[src/rtl/datamover_mc_package.sv]
// rtl/datamover_mc_package.sv - shared types and defaults for the multi-channel datamover controller
//
// Contents:
//   dm_mc_state_t   : controller FSM states
//   mc_chan_ctrl_t  : per-channel command bundle towards the streamer
//   mc_chan_flags_t : per-channel completion flags from the streamer
//   DM_MC_*         : default parameter values

package datamover_mc_package;

   localparam int DM_MC_N_CH  = 2;
   localparam int DM_MC_AW    = 32;
   localparam int DM_MC_REP_W = 16;
   localparam int DM_MC_TO_W  = 20;

   typedef enum logic [2:0] {
      DM_MC_IDLE     = 3'd0,
      DM_MC_START    = 3'd1,
      DM_MC_WORK     = 3'd2,
      DM_MC_NEXT     = 3'd3,
      DM_MC_FINISHED = 3'd4
   } dm_mc_state_t;

   typedef struct packed {
      logic                src_req_start;
      logic                sink_req_start;
      logic [DM_MC_AW-1:0] src_base;
      logic [DM_MC_AW-1:0] dst_base;
   } mc_chan_ctrl_t;

   typedef struct packed {
      logic src_done;
      logic sink_done;
   } mc_chan_flags_t;

endpackage

[src/rtl/datamover_mc_chan_tracker.sv]
// rtl/datamover_mc_chan_tracker.sv - per-channel base address registers and completion tracking
//
// Ports:
//   clk_i, rst_ni         : clock, asynchronous active-low reset
//   clear_i               : synchronous soft clear (zeroes bases and flags)
//   load_i                : capture src_base_i/dst_base_i (job start)
//   src_base_i/dst_base_i : base addresses to capture
//   incr_i                : advance bases by the increments (between passes)
//   src_incr_i/dst_incr_i : per-pass increments
//   en_i                  : channel enabled for the current job
//   flag_clr_i            : clear the sticky seen flags (pass start)
//   track_i               : done pulses are accepted (WORK state)
//   done_i                : source/sink done pulses of this channel
//   src_base_o/dst_base_o : current-pass base addresses
//   finished_o            : channel has nothing left to do in this pass

module datamover_mc_chan_tracker
   import datamover_mc_package::*;
#(
   parameter int AW = DM_MC_AW
) (
   input  logic           clk_i,
   input  logic           rst_ni,
   input  logic           clear_i,
   input  logic           load_i,
   input  logic [AW-1:0]  src_base_i,
   input  logic [AW-1:0]  dst_base_i,
   input  logic           incr_i,
   input  logic [AW-1:0]  src_incr_i,
   input  logic [AW-1:0]  dst_incr_i,
   input  logic           en_i,
   input  logic           flag_clr_i,
   input  logic           track_i,
   input  mc_chan_flags_t done_i,
   output logic [AW-1:0]  src_base_o,
   output logic [AW-1:0]  dst_base_o,
   output logic           finished_o
);

   logic [AW-1:0] src_base_q;
   logic [AW-1:0] dst_base_q;
   logic          src_seen_q;
   logic          sink_seen_q;
   logic          src_hit;
   logic          sink_hit;

   assign src_hit  = track_i & done_i.src_done;
   assign sink_hit = track_i & done_i.sink_done;

   always_ff @(posedge clk_i or negedge rst_ni) begin
      if (!rst_ni) begin
         src_base_q <= '0;
         dst_base_q <= '0;
      end else if (clear_i) begin
         src_base_q <= '0;
         dst_base_q <= '0;
      end else if (load_i) begin
         src_base_q <= src_base_i;
         dst_base_q <= dst_base_i;
      end else if (incr_i && en_i) begin
         // Wraps modulo 2^AW by construction.
         src_base_q <= src_base_q + src_incr_i;
         dst_base_q <= dst_base_q + dst_incr_i;
      end
   end

   always_ff @(posedge clk_i or negedge rst_ni) begin
      if (!rst_ni) begin
         src_seen_q  <= 1'b0;
         sink_seen_q <= 1'b0;
      end else if (clear_i || flag_clr_i) begin
         src_seen_q  <= 1'b0;
         sink_seen_q <= 1'b0;
      end else begin
         if (src_hit)  src_seen_q  <= 1'b1;
         if (sink_hit) sink_seen_q <= 1'b1;
      end
   end

   // Pulses of the current cycle are folded in so that a final done pulse
   // completes the pass without waiting for the flag to register.
   assign finished_o = !en_i | ((src_seen_q | src_hit) & (sink_seen_q | sink_hit));

   assign src_base_o = src_base_q;
   assign dst_base_o = dst_base_q;

endmodule

[src/rtl/datamover_mc_ctrl.sv]
// rtl/datamover_mc_ctrl.sv - multi-channel datamover control FSM with repeat passes and watchdog
//
// Ports:
//   clk_i, rst_ni               : clock, asynchronous active-low reset
//   clear_i                     : synchronous soft clear, aborts any job silently
//   start_i                     : job start pulse (accepted in IDLE only)
//   ch_enable_i                 : channel enable mask, sampled at start
//   repeat_i                    : number of passes (0 behaves as 1)
//   timeout_i                   : watchdog limit in cycles (0 disables)
//   src_base_i/dst_base_i       : per-channel base addresses, channel i at [i*AW +: AW]
//   src_incr_i/dst_incr_i       : base increments applied between passes
//   src_done_i/sink_done_i      : per-channel done pulses from the streamer
//   tcdm_fifo_empty_i           : streamer TCDM FIFO empty
//   src_req_start_o             : per-channel source start, one cycle per pass
//   sink_req_start_o            : per-channel sink start, one cycle per pass
//   src_base_o/dst_base_o       : current-pass base addresses
//   busy_o                      : controller not in IDLE
//   done_o                      : one-cycle job completion pulse
//   error_o                     : sticky watchdog timeout flag
//   pass_cnt_o                  : 0-based index of the current pass

module datamover_mc_ctrl
   import datamover_mc_package::*;
#(
   parameter int N_CH  = DM_MC_N_CH,
   parameter int AW    = DM_MC_AW,
   parameter int REP_W = DM_MC_REP_W,
   parameter int TO_W  = DM_MC_TO_W
) (
   input  logic               clk_i,
   input  logic               rst_ni,
   input  logic               clear_i,
   input  logic               start_i,
   input  logic [N_CH-1:0]    ch_enable_i,
   input  logic [REP_W-1:0]   repeat_i,
   input  logic [TO_W-1:0]    timeout_i,
   input  logic [N_CH*AW-1:0] src_base_i,
   input  logic [N_CH*AW-1:0] dst_base_i,
   input  logic [AW-1:0]      src_incr_i,
   input  logic [AW-1:0]      dst_incr_i,
   input  logic [N_CH-1:0]    src_done_i,
   input  logic [N_CH-1:0]    sink_done_i,
   input  logic               tcdm_fifo_empty_i,
   output logic [N_CH-1:0]    src_req_start_o,
   output logic [N_CH-1:0]    sink_req_start_o,
   output logic [N_CH*AW-1:0] src_base_o,
   output logic [N_CH*AW-1:0] dst_base_o,
   output logic               busy_o,
   output logic               done_o,
   output logic               error_o,
   output logic [REP_W-1:0]   pass_cnt_o
);

   dm_mc_state_t     state_q;
   logic [N_CH-1:0]  en_q;
   logic [REP_W-1:0] rep_q;
   logic [TO_W-1:0]  to_q;
   logic [TO_W-1:0]  wd_q;
   logic [REP_W-1:0] pass_cnt_q;
   logic             error_q;
   logic             done_q;
   logic [N_CH-1:0]  src_req_q;
   logic [N_CH-1:0]  sink_req_q;

   logic [N_CH-1:0]  ch_fin;
   logic             all_fin;
   logic             any_done;
   logic             wd_hit;
   logic             more_passes;
   logic [REP_W:0]   pass_nxt;
   logic             load;
   logic             flag_clr;
   logic             track;
   logic             incr;

   mc_chan_flags_t [N_CH-1:0] ch_flags;

   assign load     = (state_q == DM_MC_IDLE) && start_i;
   assign flag_clr = (state_q == DM_MC_START);
   assign track    = (state_q == DM_MC_WORK);
   assign incr     = (state_q == DM_MC_NEXT);

   for (genvar g = 0; g < N_CH; g++) begin : g_ch
      assign ch_flags[g].src_done  = src_done_i[g];
      assign ch_flags[g].sink_done = sink_done_i[g];

      datamover_mc_chan_tracker #(
         .AW (AW)
      ) u_tracker (
         .clk_i      (clk_i),
         .rst_ni     (rst_ni),
         .clear_i    (clear_i),
         .load_i     (load),
         .src_base_i (src_base_i[g*AW +: AW]),
         .dst_base_i (dst_base_i[g*AW +: AW]),
         .incr_i     (incr),
         .src_incr_i (src_incr_i),
         .dst_incr_i (dst_incr_i),
         .en_i       (en_q[g]),
         .flag_clr_i (flag_clr),
         .track_i    (track),
         .done_i     (ch_flags[g]),
         .src_base_o (src_base_o[g*AW +: AW]),
         .dst_base_o (dst_base_o[g*AW +: AW]),
         .finished_o (ch_fin[g])
      );
   end

   assign all_fin     = (&ch_fin) & tcdm_fifo_empty_i;
   assign any_done    = (|src_done_i) | (|sink_done_i);
   assign wd_hit      = (to_q != '0) && (wd_q == to_q - TO_W'(1));
   assign pass_nxt    = {1'b0, pass_cnt_q} + (REP_W+1)'(1);
   assign more_passes = pass_nxt < {1'b0, rep_q};

   always_ff @(posedge clk_i or negedge rst_ni) begin
      if (!rst_ni) begin
         state_q    <= DM_MC_IDLE;
         en_q       <= '0;
         rep_q      <= '0;
         to_q       <= '0;
         wd_q       <= '0;
         pass_cnt_q <= '0;
         error_q    <= 1'b0;
         done_q     <= 1'b0;
         src_req_q  <= '0;
         sink_req_q <= '0;
      end else if (clear_i) begin
         state_q    <= DM_MC_IDLE;
         en_q       <= '0;
         rep_q      <= '0;
         to_q       <= '0;
         wd_q       <= '0;
         pass_cnt_q <= '0;
         error_q    <= 1'b0;
         done_q     <= 1'b0;
         src_req_q  <= '0;
         sink_req_q <= '0;
      end else begin
         // Pulse outputs default low; each is raised on the transition
         // into the state it belongs to, so it is visible for that state.
         done_q     <= 1'b0;
         src_req_q  <= '0;
         sink_req_q <= '0;
         case (state_q)
            DM_MC_IDLE: begin
               if (start_i) begin
                  en_q       <= ch_enable_i;
                  rep_q      <= (repeat_i == '0) ? REP_W'(1) : repeat_i;
                  to_q       <= timeout_i;
                  error_q    <= 1'b0;
                  pass_cnt_q <= '0;
                  if (ch_enable_i == '0) begin
                     state_q <= DM_MC_FINISHED;
                     done_q  <= 1'b1;
                  end else begin
                     state_q    <= DM_MC_START;
                     src_req_q  <= ch_enable_i;
                     sink_req_q <= ch_enable_i;
                  end
               end
            end
            DM_MC_START: begin
               wd_q    <= '0;
               state_q <= DM_MC_WORK;
            end
            DM_MC_WORK: begin
               // Completion takes priority over a coincident watchdog expiry.
               if (all_fin) begin
                  if (more_passes) begin
                     state_q <= DM_MC_NEXT;
                  end else begin
                     state_q <= DM_MC_FINISHED;
                     done_q  <= 1'b1;
                  end
               end else if (wd_hit) begin
                  error_q <= 1'b1;
                  state_q <= DM_MC_FINISHED;
                  done_q  <= 1'b1;
               end else if (any_done) begin
                  wd_q <= '0;
               end else begin
                  wd_q <= wd_q + TO_W'(1);
               end
            end
            DM_MC_NEXT: begin
               pass_cnt_q <= pass_cnt_q + REP_W'(1);
               state_q    <= DM_MC_START;
               src_req_q  <= en_q;
               sink_req_q <= en_q;
            end
            DM_MC_FINISHED: begin
               state_q <= DM_MC_IDLE;
            end
            default: begin
               state_q <= DM_MC_IDLE;
            end
         endcase
      end
   end

   assign src_req_start_o  = src_req_q;
   assign sink_req_start_o = sink_req_q;
   assign busy_o           = (state_q != DM_MC_IDLE);
   assign done_o           = done_q;
   assign error_o          = error_q;
   assign pass_cnt_o       = pass_cnt_q;

endmodule

[config.mk]
export PLATFORM = sky130hd
export DESIGN_NAME = datamover_mc_ctrl
export DESIGN_NICKNAME = d
export VERILOG_FILES = /design/src/rtl/datamover_mc_package.sv /design/src/rtl/datamover_mc_chan_tracker.sv /design/src/rtl/datamover_mc_ctrl.sv
export SDC_FILE = /design/constraint.sdc
export NUM_CORES = 1
export LEC_CHECK = 0
export BUFFER_PORTS_ARGS = -buffer_cell sky130_fd_sc_hd__buf_2
export CORE_MARGIN = 4
export CORE_UTILIZATION = 60
export DETAILED_ROUTE_END_ITERATION = 6
export PLACE_DENSITY = 0.87
export RECOVER_POWER = 50
export SLEW_MARGIN = 10
export SYNTH_ARGS = -nofsm -noshare
export SYNTH_HDL_FRONTEND = slang
export SYNTH_SLANG_ARGS = --single-unit
[constraint.sdc]
create_clock -name clk_i -period 6.3 [get_ports clk_i]
set_clock_uncertainty 0.15 [all_clocks]
set_input_delay 0.315 -clock clk_i [delete_from_list [all_inputs] [get_ports clk_i]]
set_output_delay 0.315 -clock clk_i [all_outputs]
set_load 0.1 [all_outputs]
* Word-level counts from Yosys, hierarchy flattened
Cells that the tools add are included.
** Word-level totals
- Register bits :: 213
- Latch bits :: 0
- Bits in writable memories :: 0
- ROM bits :: 0
- Input bits :: 239
- Output and inout port bits :: 151
- Logic and storage cells :: 141
- Memories kept :: 0
** Operators by class
- Add/subtract/negate cells :: 8
- Multipliers :: 0
- Div/mod/pow operators :: 0
- Order comparisons :: 1
- Equality and inequality tests :: 9
- Shift-type cells :: 0
- Muxes and demuxes :: 61
- Bitwise logic cells :: 14
- Reduce and logical (&&, ||, !) cells :: 31
** Operators with widths (count)
- $mux 32 :: 12
- $mux 20 :: 7
- $add 32x32->32 :: 4
- $mux 16 :: 6
- $pmux 20 s2 :: 1
- $pmux 16 s2 :: 1
- $add 20x1->20 const B :: 1
- $eq 20x20->1 :: 1
- $reduce_bool 20->1 :: 1
- $sub 20x1->20 const B :: 1
- $mux 1 :: 18
- $mux 3 :: 6
- $reduce_bool 3->1 :: 6
- $add 16x1->17 const B :: 1
- $lt 17x16->1 :: 1
- $add 16x1->16 const B :: 1
- $logic_not 16->1 :: 1
- $mux 2 :: 6
- $ne 3x3->1 const B :: 4
- $pmux 3 s4 :: 1
- $reduce_bool 2->1 :: 6
- $reduce_and 2->1 :: 4
- $and 1x1->1 :: 7
- $or 1x1->1 :: 7
- 13 further kinds :: 20

* Longest topological paths before layout
Gate-level depths: netlist of run 1.
- Depth in word-level cells :: 10
- Depth in mapped cells :: 17
- Gate-level depth less buffers :: 16

* Cells and area by module
Synthesis of run 1 repeated with hierarchy kept, for this count alone.
** Second synthesis, totals
- Cell total of the unflattened synthesis :: 2133
- Area, all modules :: 17566.8 µm²
** By module, submodules not included
- datamover_mc_chan_tracker (g_ch[1].u_tracker) :: times used 1, cells an instance 789, area each 6346.1 µm²
- datamover_mc_chan_tracker (g_ch[0].u_tracker) :: times used 1, cells an instance 704, area each 5878.1 µm²
- datamover_mc_ctrl :: times used 1, cells an instance 640, area each 5342.6 µm²

* Least setup slack after synthesis of run 1
No wires, ideal clock.
- Kind :: register to register
- From :: reg pass_cnt_q[0] (netlist: pass_cnt_o[0])
- To :: reg state_q[0]
- Library setup time :: 0.125 ns
- Data arrival time :: 4.278 ns
- Required time :: 6.025 ns
- Setup slack :: 1.747 ns
- Stages on the path, launching flop included :: 16
- Clock period less this slack :: 4.553 ns
- Cells stage by stage :: dfrtp_1 > ha_1 > nand2_1 > nor4_1 > and3_1 > nand3_1 > nor2_1 > xor2_1 > ha_1 > a21o_1 > a21oi_1 > o21ai_0 > nor3_1 > o21ai_0 > a211o_1 > a2111oi_0
** Between the ends
- Word-level cells in the longest chain between the ends :: 6
** Ends and longest elaborated chain
- start, declared :: RTL line datamover_mc_ctrl.sv:59 : logic [REP_W-1:0] pass_cnt_q;
- start signal, assigned :: RTL line datamover_mc_ctrl.sv:186 : pass_cnt_q <= pass_cnt_q + REP_W'(1);
- $add 16x1->17 :: RTL line datamover_mc_ctrl.sv:112 : assign pass_nxt = {1'b0, pass_cnt_q} + (REP_W+1)'(1);
- $lt 17x16->1 :: RTL line datamover_mc_ctrl.sv:113 : assign more_passes = pass_nxt < {1'b0, rep_q};
- $mux 3 :: RTL line datamover_mc_ctrl.sv:169 : if (more_passes) begin
- $mux 3 :: RTL line datamover_mc_ctrl.sv:168 : if (all_fin) begin
- $pmux 3 s4 :: RTL line datamover_mc_ctrl.sv:144 : case (state_q)
- $mux 3 :: RTL line datamover_mc_ctrl.sv:127 : end else if (clear_i) begin
- end signal, assigned :: RTL line datamover_mc_ctrl.sv:128 : state_q <= DM_MC_IDLE;
- end signal, assigned :: RTL line datamover_mc_ctrl.sv:170 : state_q <= DM_MC_NEXT;
- end signal, assigned :: RTL line datamover_mc_ctrl.sv:172 : state_q <= DM_MC_FINISHED;
- end, declared :: RTL line datamover_mc_ctrl.sv:54 : dm_mc_state_t state_q;
Every way passes these cells.
A chain may end at the register's enable or synchronous reset.

* Final worst setup path of run 1
- From :: in clear_i
- To :: reg wd_q[19]
** Between the ends
- Word-level cells in the longest chain between the ends :: 2
- Elaborated cells between the ends (all ways) :: 5
- Classes of those cells :: 2 x eq/ne; 1 x mux; 2 x reduce/logical
** Ends and longest elaborated chain
- start, declared :: RTL line datamover_mc_ctrl.sv:32 : input logic clear_i,
- $ne 3x3->1 (no line) / $reduce_bool 3->1 (equally long branches)
- $reduce_and 3->1 (no line)
- end signal, assigned :: RTL line datamover_mc_ctrl.sv:182 : wd_q <= wd_q + TO_W'(1);
- end, declared :: RTL line datamover_mc_ctrl.sv:58 : logic [TO_W-1:0] wd_q;
Parallel ways exist; a longest one is shown, timed or not.

==> run summary, run 1 <==
### Outcome
- **status** finished, violations left
- **violated checks** max-capacitance violations, max-slew violations

### Cells and area
- **final core occ** 0.768
- **# nets final** 2,927
- **layout cells sized above 1** 0.130
- **Fill cells** 2,050
- **layout overhead on the synthesized area** 26.0%

### Place
- **routability-driven placement congestion ratio** 0.972
- **DP HPWL** 43,100 um
- **pre-CTS worst setup slack** 1960 ps
- **number of port buffers** 389

### Hold path
- **number of cells on the worst hold path** 4
- **hold path start** dst_base_i[7]
- **worst-case hold path end point** g_ch[0].u_tracker.dst_base_o[7]
- **kind of path behind the tightest hold check** primary input to flip-flop

### Clock network
- **number of buffers inserted to repair setup after CTS** 0
- **number of H-tree branching levels** 1
- **clock transition at the registers of the reported paths** 60 ps
- **CTS tree** done
- **buffer depth of the longest clock path** 3
- **cts bufs inserted** 25
- **number of clock sinks** 213
- **CTS Root Cell** clkbuf_16
- **clock latency on the worst-skew pair** 550 ps

### Synthesis
- **Yosys warning total** 0
- **dominant combinational cell family by area after synthesis** compound AO/OA/AOI/OAI gates
- **Post-synth ARST share** 1.00
- **area fraction in compound gates after synthesis** 0.267
- **sequential-to-total area share from yosys stat** 0.313
- **mux share of post-synthesis cell area** 0.00727
- **Synth Flop Type** dfrtp_1
- **Synth cell types** 80
- **Avg Cell Area, Syn** 8.28 um2
- **Synth Area in Simple Gates** 0.196
- **post-synthesis sequential element count** 213
- **number of synthesized flops with an enable pin** 0
- **total standard cell area after synthesis** 17,000 um2
- **nets in the synthesized netlist** 2,443
- **synthesized netlist cell count** 2,057
- **post-synthesis adder-cell area fraction** 0.110
- **parity-gate share of the synthesized area counting xor and xnor cells** 0.0710

### Die
- **Core Rows** 61
- **die area** 31,200 um2
- **Core ar.** 27,900 um2
- **total I/O pin count** 390
- **Die X-Extent** 177 um
- **Initial Utilization** 0.610
- **Chip Height** 177 um

### Timing
- **count of final max-slew check failures** 203
- **worst-case headroom to the max-slew limit** -1.47
- **total negative slack** 0 ps
- **final setup violation count** 0
- **Setup WS post-layout** 1320 ps
- **Final Critical Period** 4980 ps
- **worst-margin pin slew** 3710 ps
- **upper clock frequency limit** 201 MHz
- **worst hold margin** 7.39 ps
- **period utilization** 0.791
- **RSZ-0062 raised after global routing** no
- **number of hold-slack violations in the final timing report** 0

### Global routing
- **largest net degree at the start of global routing** 87
- **grt total ovfl** 0
- **via count of the first global-routing pass** 18,900
- **first-pass GRT wire length** 98,200 um
- **initial antenna violation count** 12
- **Total Routing Usage GR** 0.389

### Setup path
- **launching element type of the critical path** primary input
- **Worst Setup End Kind** flip-flop
- **arrival time at the worst endpoint** 5260 ps
- **endpoint of the worst register-to-register path** wd_q[19]
- **required time of the critical path** 6580 ps
- **setup slack of the worst register-to-register path** 1780 ps
- **Worst Setup Path Type** primary input to flip-flop
- **length in cells of the worst reg-to-reg path** 12
- **critical path fanouts, max** 71
- **critical register-to-register path startpoint** to_q[0]

### Detailed routing
- **number of search-and-repair iterations in the first detailed-routing pass** 7
- **final WL** 63,500 um
- **number of remaining DRC errors** 0
- **antenna-violating nets left** 0
- **detail-routed via count per cell** 6.47
- **average routed wire per standard cell** 21.5 um
- **routed vias** 19,100
- **number of design-rule violations left by the first detailed-router iteration** 1,706

### Power and ir drop
- **IR Drop Worst-Case VDD** 0.326 mV
- **PD cells** 296 nW/um2
- **share of total power in the clock network** 0.242
- **total power after layout** 6.36 mW
- **static leakage** 9.94 nW
- **Internal Pwr Total** 3.33 mW
- **net switching component of the power** 3.04 mW
- **sequential share of power** 0.269
- **combinational power share** 0.489
- **net switching share of the total power** 0.477

### Run
- **max-cap viol count** 3

## cell usage after synthesis (19+ instances only)
cell type,count,area share
a311oi_1,36,0.019
a22oi_1,33,0.015
a22o_1,37,0.019
ha_1,143,0.11
a21oi_1,164,0.048
nand2_1,257,0.057
inv_1,52,0.011
o21ai_0,140,0.041
nand3_1,38,0.011
o31ai_1,19,0.0084
dfrtp_1,213,0.31
nand2b_1,22,0.0081
nor3_1,54,0.016
a211oi_1,39,0.017
nor2_1,188,0.041
xnor2_1,80,0.041
a21o_1,70,0.031
xor2_1,58,0.030
nor2b_1,24,0.0088
clkbuf_1,87,0.019
## placed cells by master (no fill, tap or decap), types with 8 or more instances in the layout
cell,Yosys,layout
a21oi_1,164,164
and3_1,16,16
a311oi_1,36,36
a22o_1,37,37
buf_4,2,10
nor2_1,188,184
nand2b_1,22,22
o21bai_1,16,16
o21ai_0,140,140
or3_1,11,11
o21a_1,18,18
xnor2_1,80,80
diode_2,0,9
inv_1,52,52
a2111oi_0,8,8
o21ai_1,9,9
a31oi_1,13,13
buf_2,4,237
nor3_1,54,52
nand4_1,15,15
nand3_1,38,38
clkbuf_16,0,25
o31ai_1,19,19
mux2i_1,9,9
clkinv_2,0,9
a22oi_1,33,33
dlygate4sd3_1,0,161
nor2b_1,24,24
a211oi_1,39,39
xor2_1,58,58
clkbuf_1,87,153
o211ai_1,14,14
or2_2,10,9
dfrtp_1,213,213
nor4_1,18,18
nand2_1,257,256
nor3b_1,13,13
a21o_1,70,70
ha_1,143,143
o22ai_1,11,11
## per-layer routing
layer / up-vias / part of all wire / GRT usage / wire (um)
li1: 8568 / - / - / -
met1: 8901 / 0.36 / 0.470 / 22900
met2: 1271 / 0.47 / 0.643 / 29700
met3: 314 / 0.11 / 0.0914 / 6930
met4: 6 / 0.062 / 0.209 / 3950
met5: - / 0.00060 / 0 / 38
## state kept, by name, summed over array words and instances, names as in the netlist
name and cells:
g_ch.u_tracker.dst_base_o 64, rep_q 16, en_q 2, state_q 3, g_ch.u_tracker.sink_seen_q 2, sink_req_start_o 2, pass_cnt_o 16, done_o 1
wd_q 20, g_ch.u_tracker.src_seen_q 2, error_o 1, g_ch.u_tracker.src_base_o 64, to_q 20
## power by group through the flow
stage	Clock [mW]	Combinational [mW]	Sequential, mW
after global routing	1.59	3.31	1.72
final	1.54	3.11	1.71
after global placement	0	2.93	1.71
after detailed placement	0	2.98	1.71
after floorplan	0	1.44	2.58
after CTS	1.54	3.08	1.69
## through the flow
stage	area, um2	std cells
2_1_floorplan	17000	2057
3_3_place_gp	19200	2731
3_5_place_dp	19200	2731
4_1_cts	21600	2937
5_1_grt	21500	2946
6_report	21500	2947
## cells by family after synthesis
group / Yosys count
AOI/OAI and AO/OA: 683
DFF: 213
buffers and inverters: 157
and+or+nand+nor: 707
adders and majority gates: 147
xor gates and xnor gates: 138
muxes: 12
## how the worst max path moves through the flow
stage / slack (ps) / endpoint / start / cells past startpoint
6_report: 1320 / wd_q[19] / clear_i / 7
3_5_place_dp: 1960 / state_q[0] / pass_cnt_o[0] / 15
2_1_floorplan: 1750 / state_q[0] / pass_cnt_o[0] / 15
4_1_cts: 1920 / state_q[0] / pass_cnt_o[0] / 15
5_1_grt: 1060 / wd_q[17] / clear_i / 7
3_3_place_gp: 2160 / state_q[0] / pass_cnt_o[0] / 15
## worst max-delay path, stage by stage
cell and delay [ps]:
buf_4 590, clkbuf_1 2660, nand4b_1 570, a41oi_1 190
o21bai_2 530, nor3b_1 110, a21o_1 180
## area by class of cell
| type | count | area, um2 | area share |
|---|---|---|---|
| Clock buffer | 31 | 698 | 0.0325 |
| Tap cell | 378 | 473 | 0.0220 |
| Sequential cell | 213 | 5330 | 0.248 |
| Antenna cell | 9 | 22.5 | 0.00105 |
| Timing Repair Buffer | 562 | 3460 | 0.161 |
| Multi-Input combinational cell | 1687 | 11100 | 0.518 |
| Inverter | 52 | 195 | 0.00909 |
| Clock inverter | 15 | 160 | 0.00746 |
## what timing repair did
action / 4_1_cts / 5_1_grt
endpoints found under the hold margin: 245 / 1
gates resized for setup: 0 / 0
hold buffers: 160 / 1
endpoints found under the setup margin: 0 / 0
Note: power is estimated with default switching activity, not from simulation.
==> run 2: changes to the inputs <==
CORE_UTILIZATION = 56   (was 60)
PLACE_DENSITY = 0.82   (was 0.87)
clock period = 4.77 ns   (was 6.3 ns; I/O delays follow)
==> run 2 against run 1 <==
The run still ends with max-capacitance violations, max-slew violations left. First-iteration DRC count down 10%. Sequential power up 32%. Critical path depth up 8. Sequential share of layout area down 0.49 points. Highest routed layer unchanged.
==> run summary, run 2 (synthesized netlist as in run 1, its figures left out) <==
### Cells and area
- **# nets final** 2,962, was 2,927
- **Multi-input gate area** 11,100 um2, about the same
- **number of standard cells in the final layout excluding fillers** 2,994, was 2,947
- **layout cells sized above 1** 0.144, was 0.130
- **sequential cell area** 5330 um2, unchanged
- **layout overhead on the synthesized area** 28.6%, was 26.0%
- **most common cell after layout, fill and taps aside** buf_2, was nand2_1
- **Fill cells** 2,237, was 2,050
- **commonest non-fill, non-tap cells in the layout** buf_2, nand2_1, dfrtp_1, dlygate4sd3_1, nor2_1, was nand2_1, buf_2, dfrtp_1, nor2_1, a21oi_1

### Clock network
- **number of H-tree branching levels** 1, unchanged
- **number of hold buffers added after CTS** 186, was 160
- **count of instances resized after the clock tree is built** 0, unchanged
- **CTS tree** done, unchanged
- **CTS Root Cell** clkbuf_16, unchanged
- **buffer depth of the longest clock path** 3, unchanged
- **clock transition at the registers of the reported paths** 60 ps, about the same
- **number of buffers inserted to repair setup after CTS** 0, unchanged
- **clock latency on the worst-skew pair** 550 ps, about the same
- **cts bufs inserted** 27, was 25
- **number of clock sinks** 213, unchanged

### Global routing
- **via count of the first global-routing pass** 19,100, was 18,900
- **grt total ovfl** 0, unchanged
- **largest net degree at the start of global routing** 135, was 87
- **first-pass GRT wire length** 100,000 um, was 98,200 um
- **Total Routing Usage GR** 0.369, was 0.389
- **initial antenna violation count** 11, was 12

### Place
- **routability-driven placement congestion ratio** 0.995, was 0.972
- **DP HPWL** 43,800 um, was 43,100 um
- **number of port buffers** 389, unchanged
- **pre-CTS worst setup slack** 435 ps, was 1960 ps
- **cell count after placement** 2,751, was 2,731

### Detailed routing
- **final WL** 64,000 um, was 63,500 um
- **number of remaining DRC errors** 0, unchanged
- **routed vias** 18,800, was 19,100
- **detail-routed via count per cell** 6.29, was 6.47
- **average routed wire per standard cell** 21.4 um, was 21.5 um
- **antenna-violating nets left** 0, unchanged
- **number of search-and-repair iterations in the first detailed-routing pass** 7, unchanged
- **number of design-rule violations left by the first detailed-router iteration** 1,529, was 1,706

### Timing
- **period utilization** 0.909
- **Final Critical Period** 4340 ps
- **worst-margin pin slew** 3490 ps, was 3710 ps
- **worst-case headroom to the max-slew limit** -1.33, was -1.47
- **upper clock frequency limit** 231 MHz
- **final setup violation count** 0, unchanged
- **worst hold margin** 29.4 ps, was 7.39 ps
- **number of hold-slack violations in the final timing report** 0, unchanged
- **Setup WS post-layout** 434 ps, was 1320 ps
- **RSZ-0062 raised after global routing** no, unchanged
- **count of final max-slew check failures** 134, was 203
- **total negative slack** 0 ps, unchanged

### Die
- **Chip Height** 182 um, was 177 um
- **Die X-Extent** 182 um, was 177 um
- **die area** 33,300 um2, was 31,200 um2
- **Core ar.** 29,800 um2, was 27,900 um2
- **Initial Utilization** 0.572, was 0.610
- **Core Rows** 63, was 61
- **total I/O pin count** 390, unchanged

### Setup path
- **arrival time at the worst endpoint** 4610 ps, was 5260 ps
- **Worst Setup Path Type** flip-flop to flip-flop, was primary input to flip-flop
- **Worst Setup End Kind** flip-flop, unchanged
- **launching element type of the critical path** flip-flop, was primary input
- **required time of the critical path** 5040 ps, was 6580 ps
- **critical path fanouts, max** 6, was 71

### Power and ir drop
- **total power after layout** 8.53 mW, was 6.36 mW
- **static leakage** 10.3 nW, was 9.94 nW
- **PD cells** 389 nW/um2, was 296 nW/um2
- **IR Drop Worst-Case VDD** 0.347 mV, was 0.326 mV

### Run
- **max-cap viol count** 1, was 3

### Hold path
- **kind of path behind the tightest hold check** primary input to flip-flop, unchanged

### Outcome
- **violated checks** max-capacitance violations, max-slew violations, unchanged
- **status** finished, violations left, unchanged

-- run 2: cell count changes in the layout (fill, tap and decap cells not counted), moves of 3 or more --
cell           delta
clkinv_2          -4
clkbuf_8          +3
dlygate4sd3_1    +25
buf_2            +31
buf_4             +9
clkbuf_1         -31
-- run 2: routing by layer --
metal | global-route usage | part of all wire
met5 | 0 | 0.00078
met4 | 0.177 | 0.055
met3 | 0.0847 | 0.095
met2 | 0.634 | 0.48
met1 | 0.437 | 0.37
-- run 2: path summary, 6_finish.rpt --
path / startpoint / to / slack, ps / depth (start not counted)
min in group asynchronous: rst_ni / to_q[5] / 1260 / 2
worst min register to register: rep_q[14] / rep_q[14] / 360 / 1
worst max-delay path: pass_cnt_o[0] / state_q[0] / 430 / 15
worst min-delay path: src_base_i[13] / g_ch[0].u_tracker.src_base_o[13] / 30 / 4
max in group asynchronous: rst_ni / rep_q[15] / 1200 / 2
worst max register to register: pass_cnt_o[0] / state_q[0] / 430 / 15
-- run 2: worst max-delay path, stage by stage, from the launching register on --
cell       delay [ps]
dfrtp_1           420
ha_1              270
nand2_1            90
nor4_1            550
and3_1            320
nand3_1           200
nor2_1            180
xor2_1            220
ha_1              280
a21o_1            160
a21oi_1           140
o21ai_0           100
nor3_1            170
o21ai_0           230
a211o_1           350
a2111oi_0         370
-- run 2: per-stage QoR --
stage                     utilization  cell area [um2]
after floorplan                     -            17000
after detailed placement        0.646            19300
final                           0.735            21900
after global routing            0.735            21900
after global placement          0.646            19300
after CTS                       0.740            22000
-- run 2: final cells by class --
class,instances,area share
multi-input combinational,1687,0.508
sequential,213,0.243
timing repair buffer,595,0.175
clock buffer,38,0.0364
tap,390,0.0223
inverter,52,0.00891
clock inverter,11,0.00531
antenna,8,0.000914
-- run 2: where the power goes --
group | internal [mW] | switching, mW
Combinational | 1.22 | 2.93
Sequential | 2.01 | 0.235
Clock | 1.27 | 0.861
Total | 4.50 | 4.03
==> run 3: changes to the inputs <==
ABC_AREA = 1   (was not set)
CORE_UTILIZATION = 57   (was 56)
PLACE_DENSITY = 0.83   (was 0.82)
==> run 3 against run 2 <==
The flow finishes with violations (design-rule violations, max-capacitance violations, max-slew violations). Total power increased by 100%. Non-clock buffer count decreased by 19. Via count increased by 29%. First-iteration DRC count increased by 82%. Count of clock-buffer cells in the layout decreased by 6. Global-route usage increased by 8.9 points. Maximum frequency increased by 6.6%.
==> run summary, run 3 <==
### Synthesis
- **Synth Flop Type** dfrtp_1, unchanged
- **Post-synth ARST share** 1.00, unchanged
- **most area-hungry cell type in the Yosys netlist** dfrtp_1, unchanged
- **parity-gate share of the synthesized area counting xor and xnor cells** 0.0443, was 0.0710
- **nets in the synthesized netlist** 3,266, was 2,443
- **number of synthesized flops with an enable pin** 0, unchanged
- **area fraction in compound gates after synthesis** 0.180, was 0.267
- **top post-synthesis cells by count** nand2_1, nor2_1, o21ai_0, inv_1, dfrtp_1, was nand2_1, dfrtp_1, nor2_1, a21oi_1, ha_1
- **dominant cell by count in the synthesized netlist** nand2_1, unchanged
- **Synth Area in Simple Gates** 0.325, was 0.196
- **synthesized netlist cell count** 2,880, was 2,057
- **dominant combinational cell family by area after synthesis** simple AND/OR/NAND/NOR gates, was compound AO/OA/AOI/OAI gates
- **Yosys warning total** 0, unchanged
- **Synth cell types** 49, was 80
- **main area contributors after synthesis** dfrtp_1, nand2_1, ha_1, was dfrtp_1, ha_1, nand2_1
- **total standard cell area after synthesis** 19,000 um2, was 17,000 um2
- **mux share of post-synthesis cell area** 0.00369, was 0.00727
- **Avg Cell Area, Syn** 6.59 um2, was 8.28 um2
- **area share of the largest cell type after synthesis** 0.281, was 0.313
- **post-synthesis adder-cell area fraction** 0.0985, was 0.110
- **post-synthesis sequential element count** 213, unchanged
- **sequential-to-total area share from yosys stat** 0.281, was 0.313

### Die
- **Initial Utilization** 0.580, was 0.572
- **die area** 36,300 um2, was 33,300 um2
- **Core ar.** 32,700 um2, was 29,800 um2
- **total I/O pin count** 390, unchanged
- **Chip Height** 190 um, was 182 um
- **Core Rows** 66, was 63
- **Die X-Extent** 190 um, was 182 um

### Detailed routing
- **number of remaining DRC errors** 7, was 0
- **final WL** 86,700 um, was 64,000 um
- **antenna-violating nets left** 0, unchanged
- **routed vias** 24,200, was 18,800
- **average routed wire per standard cell** 22.3 um, was 21.4 um
- **number of design-rule violations left by the first detailed-router iteration** 2,777, was 1,529
- **number of search-and-repair iterations in the first detailed-routing pass** 7, unchanged
- **detail-routed via count per cell** 6.25, was 6.29

### Hold path
- **kind of path behind the tightest hold check** primary input to flip-flop, unchanged
- **worst-case hold path end point** g_ch[1].u_tracker.dst_base_o[25], was g_ch[0].u_tracker.src_base_o[13]
- **number of cells on the worst hold path** 3, was 4
- **hold path start** dst_base_i[57], was src_base_i[13]

### Power and ir drop
- **combinational power share** 0.684, was 0.487
- **Internal Pwr Total** 6.42 mW, was 4.50 mW
- **net switching share of the total power** 0.624, was 0.472
- **net switching component of the power** 10.6 mW, was 4.03 mW
- **IR Drop Worst-Case VDD** 0.500 mV, was 0.347 mV
- **static leakage** 11.9 nW, was 10.3 nW
- **share of total power in the clock network** 0.136, was 0.250
- **PD cells** 717 nW/um2, was 389 nW/um2
- **sequential share of power** 0.180, was 0.263

### Clock network
- **number of H-tree branching levels** 1, unchanged
- **buffer depth of the longest clock path** 3, unchanged
- **cts bufs inserted** 27, unchanged
- **clock latency on the worst-skew pair** 580 ps, was 550 ps
- **CTS Root Cell** clkbuf_16, unchanged
- **CTS tree** done, unchanged
- **number of clock sinks** 213, unchanged
- **number of buffers inserted to repair setup after CTS** 0, unchanged
- **clock transition at the registers of the reported paths** 60 ps, about the same
- **count of instances resized after the clock tree is built** 0, unchanged
- **number of hold buffers added after CTS** 176, was 186

### Timing
- **period utilization** 0.853, was 0.909
- **total negative slack** 0 ps, unchanged
- **upper clock frequency limit** 246 MHz, was 231 MHz
- **final setup violation count** 0, unchanged
- **worst-case headroom to the max-slew limit** -0.891, was -1.33
- **worst-margin pin slew** 2840 ps, was 3490 ps
- **RSZ-0062 raised after global routing** no, unchanged
- **number of hold-slack violations in the final timing report** 0, unchanged
- **count of final max-slew check failures** 100, was 134
- **Final Critical Period** 4070 ps, was 4340 ps
- **Setup WS post-layout** 702 ps, was 434 ps

### Setup path
- **arrival time at the worst endpoint** 4420 ps, was 4610 ps
- **length in cells of the worst reg-to-reg path** 14, was 15
- **setup slack of the worst register-to-register path** 700 ps, was 430 ps
- **required time of the critical path** 5120 ps, was 5040 ps
- **launching element type of the critical path** flip-flop, unchanged
- **critical register-to-register path startpoint** state_q[2], was pass_cnt_o[0]
- **Worst Setup Path Type** flip-flop to flip-flop, unchanged
- **endpoint of the worst register-to-register path** g_ch[1].u_tracker.dst_base_o[31], was state_q[0]
- **CP max stage cell** nor2_4, was nor4_1
- **Worst Setup End Kind** flip-flop, unchanged
- **worst-path cell chain** nor2_1 > inv_1 > nor2_2 > inv_2 > nor2_4 > nor2_2 > nand2_2 > inv_2 > nor2_4 > inv_2 > nor2_1 > o21ai_0 > dlygate4sd3_1 > nand2_1, was ha_1 > nand2_1 > nor4_1 > and3_1 > nand3_1 > nor2_1 > xor2_1 > ha_1 > a21o_1 > a21oi_1 > o21ai_0 > nor3_1 > o21ai_0 > a211o_1 > a2111oi_0
- **top cell family by delay on the critical path** simple AND/OR/NAND/NOR gates, unchanged
- **most numerous cell on the critical path** inv_2
- **critical path fanouts, max** 40, was 6
- **number of buffer and inverter instances along the worst setup path** 5, was 0
- **slowest cell delay on critical path** 840 ps, was 550 ps

### Outcome
- **violated checks** design-rule violations, max-capacitance violations, max-slew violations, was max-capacitance violations, max-slew violations
- **status** finished, violations left, unchanged

### Global routing
- **via count of the first global-routing pass** 23,700, was 19,100
- **largest net degree at the start of global routing** 131, was 135
- **Total Routing Usage GR** 0.458, was 0.369
- **grt total ovfl** 0, unchanged
- **initial antenna violation count** 14, was 11
- **first-pass GRT wire length** 131,000 um, was 100,000 um

### Place
- **routability-driven placement congestion ratio** 1.01, was 0.995
- **pre-CTS worst setup slack** 1500 ps, was 435 ps
- **DP HPWL** 58,400 um, was 43,800 um
- **number of port buffers** 389, unchanged

### Cells and area
- **layout cells sized above 1** 0.0996, was 0.144
- **layout overhead on the synthesized area** 25.4%, was 28.6%
- **most common cell after layout, fill and taps aside** nand2_1, was buf_2
- **# nets final** 3,792, was 2,962
- **commonest non-fill, non-tap cells in the layout** nand2_1, nor2_1, o21ai_0, buf_2, inv_1, was buf_2, nand2_1, dfrtp_1, dlygate4sd3_1, nor2_1
- **Fill cells** 2,653, was 2,237

### Run
- **max-cap viol count** 1, unchanged

run 3: cell count changes in the layout (fill, tap and decap cells not counted), sizes merged, moves of 33 or more:
| cell | previous run | this run |
|---|---|---|
| xnor2 | 80 | 33 |
| nor2 | 189 | 384 |
| nand2 | 257 | 785 |
| buf | 289 | 251 |
| nand3 | 38 | 164 |
| a311oi | 36 | 0 |
| inv | 52 | 248 |
| a211oi | 39 | 0 |
| a22oi | 33 | 0 |
| a21o | 70 | 30 |
| o21ai | 149 | 300 |
run 3: worst max path at each step:
stage	from	endpoint	slack, ps	cells after the start
after detailed placement	state_q[2]	wd_q[11]	1500	10
final	state_q[2]	g_ch[1].u_tracker.dst_base_o[31]	700	14
after CTS	state_q[2]	g_ch[1].u_tracker.dst_base_o[31]	1080	14
after floorplan	pass_cnt_o[2]	done_o	1200	20
after global routing	rst_ni	g_ch[1].u_tracker.src_base_o[6]	410	3
after global placement	state_q[2]	to_q[8]	1600	11
run 3: final cells by class:
cell class                 count  area (um2)  share of cell area
multi-input combinational   2340       12400               0.520
clock buffer                  32         744              0.0313
antenna                       11        27.5             0.00116
timing repair buffer         576        3600               0.151
sequential                   213        5330               0.224
clock inverter                16         234             0.00983
tap                          442         553              0.0232
inverter                     248         936              0.0393
run 3: power by group through the flow:
stage	registers, mW	clock network [mW]	logic [mW]
final	3.07	2.32	11.7
after detailed placement	3.00	0	11.2
after global placement	2.97	0	11.1
after global routing	3.09	2.40	12.4
after CTS	2.97	2.29	11.4
after floorplan	6.36	0	5.21
run 3: cells by family after synthesis:
logic type                 after synthesis
DFF                                    213
xor gates and xnor gates                96
adders and majority gates              147
buffers and inverters                  327
AOI/OAI and AO/OA                      615
muxes                                    7
and+or+nand+nor                       1475
run 3: worst min-delay path, stage by stage:
cell	delay (ps)
buf_2	90
o21ai_0	170
o21ai_0	200
run 3: routing by layer:
metal | GRT usage | part of all wire
met1 | 0.536 | 0.35
met2 | 0.723 | 0.43
met3 | 0.127 | 0.12
met4 | 0.330 | 0.092
met5 | 0 | 0.00024
run 3: through the flow:
stage | hold slack (ps) | cell area (um2) | std cells | utilization | power, mW
after floorplan | -207 | 19000 | 2880 | - | 11.6
after global routing | 5.33 | 23800 | 3876 | 0.728 | 17.9
after detailed placement | 164 | 21200 | 3643 | 0.649 | 14.2
after CTS | 2.94 | 24000 | 3867 | 0.733 | 16.7
final | 33.6 | 23800 | 3878 | 0.728 | 17.1
after global placement | 152 | 21200 | 3643 | 0.649 | 14.1
